**src/rtl/ex4s_pkg.sv**
```systemverilog
// Shared definitions for the example_4s_preimage enumerator: the sweep FSM
// state type, the size of the input space and the reference truth table.
package ex4s_pkg;

    typedef enum logic [1:0] {
        IDLE  = 2'd0,
        SCAN  = 2'd1,
        DRAIN = 2'd2,
        DONE  = 2'd3
    } state_t;

    // Number of distinct {a,b,c,d} input vectors.
    localparam int EX4S_N_VEC = 16;

    // Reference truth table of the example network, bit i = f(i).
    localparam logic [EX4S_N_VEC-1:0] EX4S_TT = 16'hF90C;

endpackage

```
**src/rtl/ex4s_eval.sv**
```systemverilog
// Combinational copy of the 4-input example network, gate for gate:
// t6 = (a^c) & ~(b^d);  f = ((a&b | c&d) & ~t6) | (t6 & ~(c&d)).
module ex4s_eval (
    input  logic [3:0] x,
    output logic       f
);

    logic a, b, c, d;
    logic t1, t2, t3, t4, t5, t6;

    assign {a, b, c, d} = x;

    assign t1 = a & b;
    assign t2 = c & d;
    assign t3 = t1 | t2;
    assign t4 = a ^ c;
    assign t5 = ~(b ^ d);
    assign t6 = t4 & t5;
    assign f  = (t3 & ~t6) | (t6 & ~t2);

endmodule

```
**src/rtl/example_4s_preimage.sv**
```systemverilog
// Preimage enumerator for the 4-input example network. On start it sweeps
// idx = 0..15 once, streams every idx with f(idx) == target over a
// valid/ready port (one-entry output register, back-to-back capable) and
// counts the hits. Optional abort port: define EX4S_PREIMAGE_ABORT_EN.
module example_4s_preimage
    import ex4s_pkg::*;
#(
    parameter int CNT_W = 5
) (
    input  logic             clk,
    input  logic             rst,
    input  logic             start,
`ifdef EX4S_PREIMAGE_ABORT_EN
    input  logic             abort,
`endif
    input  logic             target,
    output logic             vec_valid,
    input  logic             vec_ready,
    output logic [3:0]       vec,
    output logic             busy,
    output logic             done,
    output logic [CNT_W-1:0] hit_cnt
);

    localparam logic [3:0] LAST_IDX = 4'(EX4S_N_VEC - 1);

    state_t     state, state_next;
    logic [3:0] idx;
    logic       tgt;
    logic       f_idx;
    logic       abort_req;
    logic       stall;
    logic       capture, advance, load, clear_valid;

`ifdef EX4S_PREIMAGE_ABORT_EN
    assign abort_req = abort;
`else
    assign abort_req = 1'b0;
`endif

    ex4s_eval u_eval (
        .x (idx),
        .f (f_idx)
    );

    // The output register is full and the consumer is not taking it.
    assign stall = vec_valid && !vec_ready;

    // State register.
    always_ff @(posedge clk) begin
        // NOTE: sequential state uses non-blocking assignments so every
        // register samples pre-edge values regardless of block ordering.
        if (rst) state <= IDLE;
        else     state <= state_next;
    end

    // Next-state logic plus per-cycle datapath controls and status outputs.
    always_comb begin
        // NOTE: every output of this block gets a default first, so no
        // path through the case can leave one unassigned and infer a latch.
        state_next  = state;
        capture     = 1'b0;
        advance     = 1'b0;
        load        = 1'b0;
        clear_valid = 1'b0;
        busy        = (state != IDLE);
        done        = (state == DONE);
        case (state)
            IDLE: begin
                if (start) begin
                    capture    = 1'b1;
                    state_next = SCAN;
                end
            end
            SCAN: begin
                if (abort_req) begin
                    clear_valid = 1'b1;
                    state_next  = DONE;
                end else if (!stall) begin
                    advance     = 1'b1;
                    load        = (f_idx == tgt);
                    clear_valid = vec_valid && vec_ready;
                    if (idx == LAST_IDX) state_next = DRAIN;
                end
            end
            DRAIN: begin
                if (abort_req || !stall) begin
                    clear_valid = 1'b1;
                    state_next  = DONE;
                end
            end
            DONE: begin
                state_next = IDLE;
            end
            default: begin
                state_next = IDLE;
            end
        endcase
    end

    // Sweep datapath: captured target, index, output register and hit count.
    always_ff @(posedge clk) begin
        // NOTE: the reset here is synchronous; all of these are plain
        // flops, so every one of them is cleared, pending vec included.
        if (rst) begin
            tgt       <= 1'b0;
            idx       <= '0;
            vec       <= '0;
            vec_valid <= 1'b0;
            hit_cnt   <= '0;
        end else begin
            if (capture) begin
                tgt     <= target;
                idx     <= '0;
                hit_cnt <= '0;
            end else if (advance && idx != LAST_IDX) begin
                // idx parks at the last vector; a sweep never wraps.
                idx <= idx + 4'd1;
            end
            if (load) begin
                // A new hit may overwrite an entry accepted this same cycle.
                vec       <= idx;
                vec_valid <= 1'b1;
                hit_cnt   <= hit_cnt + CNT_W'(1);
            end else if (clear_valid) begin
                vec_valid <= 1'b0;
            end
        end
    end

endmodule
```
**config.mk**
```make
export PLATFORM = sky130hd
export DESIGN_NAME = example_4s_preimage
export DESIGN_NICKNAME = d
export VERILOG_FILES = /design/src/rtl/ex4s_pkg.sv /design/src/rtl/ex4s_eval.sv /design/src/rtl/example_4s_preimage.sv
export SDC_FILE = /design/constraint.sdc
export NUM_CORES = 1
export LEC_CHECK = 0
export ABC_AREA = 1
export CORE_UTILIZATION = 45
export CTS_BUF_LIST = sky130_fd_sc_hd__clkbuf_8
export CTS_CLUSTER_SIZE = 8
export DETAILED_ROUTE_END_ITERATION = 6
export PLACE_DENSITY = 0.74
export REMOVE_ABC_BUFFERS = 1
export SETUP_SLACK_MARGIN = 0.2
export SKIP_LAST_GASP = 1
export SLEW_MARGIN = 30
export SYNTH_ARGS = -nofsm -noshare
export SYNTH_HDL_FRONTEND = slang
export SYNTH_SLANG_ARGS = --single-unit
```
**constraint.sdc**
```tcl
create_clock -name clk -period 1.9 [get_ports clk]
set_clock_uncertainty 0.05 [all_clocks]
set_input_delay 0.38 -clock clk [delete_from_list [all_inputs] [get_ports clk]]
set_output_delay 0.38 -clock clk [all_outputs]
set_load 0.01 [all_outputs]
```
==> out/metrics.csv <==
stage;metric;value;unit
outcome;run_status;finished, final reports clean;
final_layout;seq_area;345.3;um2
detailed_routing;wl_per_cell;11.84;um
global_routing;overflow;0;
sta;setup_violations;0;
setup_path;slowest_stage;dfxtp_2;
synth;synth_warnings;0;
placement;dpl.hpwl;1548;um
placement;place_congestion;0.7908;
cts;numCtsBuffers;3;
setup_path;worstPathCellList;inv_1, ha_1, inv_1, dlygate4sd2_1;
cts;cts_max_path_buffers;2;
cts;cts_tree;yes;
global_routing;busiest_layer;met2;
setup_path;critPathCaptureType;output pin;
placement;io_buffers;16;
final_layout;finalNetCount;157;
placement;place_ws;0.09297;ns
synth;synth.avg_cell_area;7.830;um2
sta;fmax;594.0;MHz
setup_path;crit_top_cell;inv_1;
job;drv_cap;0;
die;die_area;2347;um2
setup_path;r2r_start;idx[1]$_SDFFE_PP0P_;
min_path;hold_path.class;reg -> reg;
setup_path;critPathLaunchType;register;
final_layout;syn_to_final_growth;25.26;%
setup_path;cp_top_family;buffers and inverters;
detailed_routing;drc;0;
sta;setup_tns;0;ns
placement;place_area;1164;um2
synth;ys_ff_latch;17;
die;row_count;16;
final_layout;n_fill_cell;181;
sta;fin_ws;0.2166;ns
synth;synth_cells;124;
global_routing;grt.total_usage;19.73;%
min_path;worst_hold_startpoint;vec[0]$_SDFFE_PP0P_;
sta;slew_headroom;79.86;%
power_and_ir_drop;total_power;1453;uW
sta;tightest_slew;0.3014;ns
sta;final_max_slew_viol_count;0;
final_layout;drive_gt1_share;17.36;%
detailed_routing;vias;885;
cts;hold_buffers;0;
global_routing;grt_max_degree;11;
cts;cts_setup_buffers;0;
synth;ys_types;23;
detailed_routing;drt_iter0_markers;20;
global_routing;grt_pass1_wl;3546;um
setup_path;worstPathArrival;1.25;ns
final_layout;diodes;0;
cts;cts_root_buffer;clkbuf_8;
sta;layout_min_cycle_time;1.683;ns
global_routing;grt_pass1_vias;810;
setup_path;critPathKind;reg -> out;
power_and_ir_drop;p_leak;0.0004805;uW
final_layout;multi_input_area;561.8;um2
cts;cts_resized;2;
final_layout;final_area;1216;um2
cts;htree_num_levels;1;
detailed_routing;dr.pass1.iters;4;
synth;seq_area_frac_synth;35.05;%
setup_path;cp_num_buf_inv;3;
cts;cts.sinks;17;
die;num_io_pins;17;
power_and_ir_drop;p_per_area;1194;nW/um2
power_and_ir_drop;ir_worst_vdd;714.9;uV
detailed_routing;viasPerCell;5.175;
detailed_routing;routed_wl;2024;um
setup_path;worstPathRequired;1.47;ns
detailed_routing;antenna_left;0;
synth;mappedNetlistArea;970.9;um2
sta;rsz0062_at_grt;yes;
sta;period_share;88.60;%
cts;clk_pin_slew;0.07;ns
die;core;2002;um2
setup_path;rrSetupSlack;0.35;ns
cts;clkLatencyLatePin;0.26;ns
global_routing;antenna_found_initial;0;
die;fp.dieW;48.45;um
global_routing;met3_usage;2.830;%
setup_path;cp-startpoint;state[0]$_SDFFE_PP0P_;
global_routing;grtUsageMet1;24.12;%
die;die_h;48.45;um
global_routing;grt_use_met2;32.86;%
setup_path;path_max_fanout;3;
die;start_util;48.50;%
setup_path;cpPeakStageDelay;0.34;ns
sta;finalHoldViolations;0;
[cell families after synthesis]
group | after synthesis | synth area share [%]
AOI/OAI and AO/OA | 21 | 11.21
xor gates and xnor gates | 3 | 2.707
adders and majority gates | 7 | 9.020
buffers and inverters | 17 | 7.474
DFF | 17 | 35.05
and+or+nand+nor | 59 | 34.54
[registers in the layout (all words and copies together) (netlist names)]
name,count
vec,4
vec_valid,1
state,2
idx,4
tgt,1
hit_cnt,5
[layer usage]
layer | vias to the layer above | wire, um | share of wire, %
met5 | - | 0 | 0
met4 | 0 | 55 | 2.7
met3 | 7 | 93 | 4.6
met2 | 23 | 958 | 47
met1 | 401 | 916 | 45
li1 | 454 | - | -
[worst min-delay path, cell delays in order (launching register included)]
cell and delay [ns]:
dfxtp_1 0.31, nand2_1 0.06, a21oi_1 0.05
[cell type report]
cell class | count | area share [%]
multi-input cells | 90 | 46.19
flip-flops and latches | 17 | 28.39
repair buffers | 18 | 14.20
inverters | 15 | 4.630
clock buffers | 3 | 3.395
well taps | 27 | 2.778
clock inverters | 1 | 0.4115
[synthesized netlist by cell type (all sizes together)]
| cell type | n | share of area, % |
|---|---|---|
| a211oi | 1 | 0.77 |
| a21oi | 15 | 7.7 |
| nand3 | 25 | 17 |
| buf | 1 | 0.77 |
| nand2 | 22 | 11 |
| nand3b | 1 | 0.77 |
| o22ai | 1 | 0.64 |
| dlygate4sd1 | 1 | 0.90 |
| inv | 15 | 5.8 |
| o21ai | 4 | 2.1 |
| nor3b | 1 | 0.77 |
| xnor2 | 2 | 1.8 |
| dfxtp | 17 | 35 |
| ha | 7 | 9.0 |
| nor2 | 6 | 3.1 |
| xor2 | 1 | 0.90 |
| nor3 | 4 | 2.1 |
[through the flow]
step           hold WS (ns)  cells  util, %
5_1_grt              0.4333    171    60.75
2_1_floorplan        0.3991    122        -
6_report             0.4142    171    60.75
4_1_cts              0.4159    171    60.31
3_5_place_dp         0.4057    167    58.13
3_3_place_gp         0.3999    167    58.13
[path summary, 6_finish.rpt]
kind                            to  cells past startpoint
max                           busy                      4
min            vec[0]$_SDFFE_PP0P_                      2
max reg2reg  state[1]$_SDFFE_PP0P_                      6
min reg2reg    vec[0]$_SDFFE_PP0P_                      2
[power breakdown]
group	total, uW	switching (uW)	internal (uW)
combinational	679	414	265
sequential	490	64.2	426
clock	284	138	146
[placed cells by master (no fill, tap or decap), drive strengths merged]
master,instances
nor3b,1
xnor2,2
ha,7
xor2,1
inv,15
o22ai,1
a211oi,1
o21ai,4
nand2,22
a21oi,15
nor3,4
nand3b,1
clkdlybuf4s50,14
buf,2
nor2,6
clkbuf,3
dfxtp,17
dlygate4sd2,2
clkinv,1
nand3,25
Power figures use the tool's default switching activity.
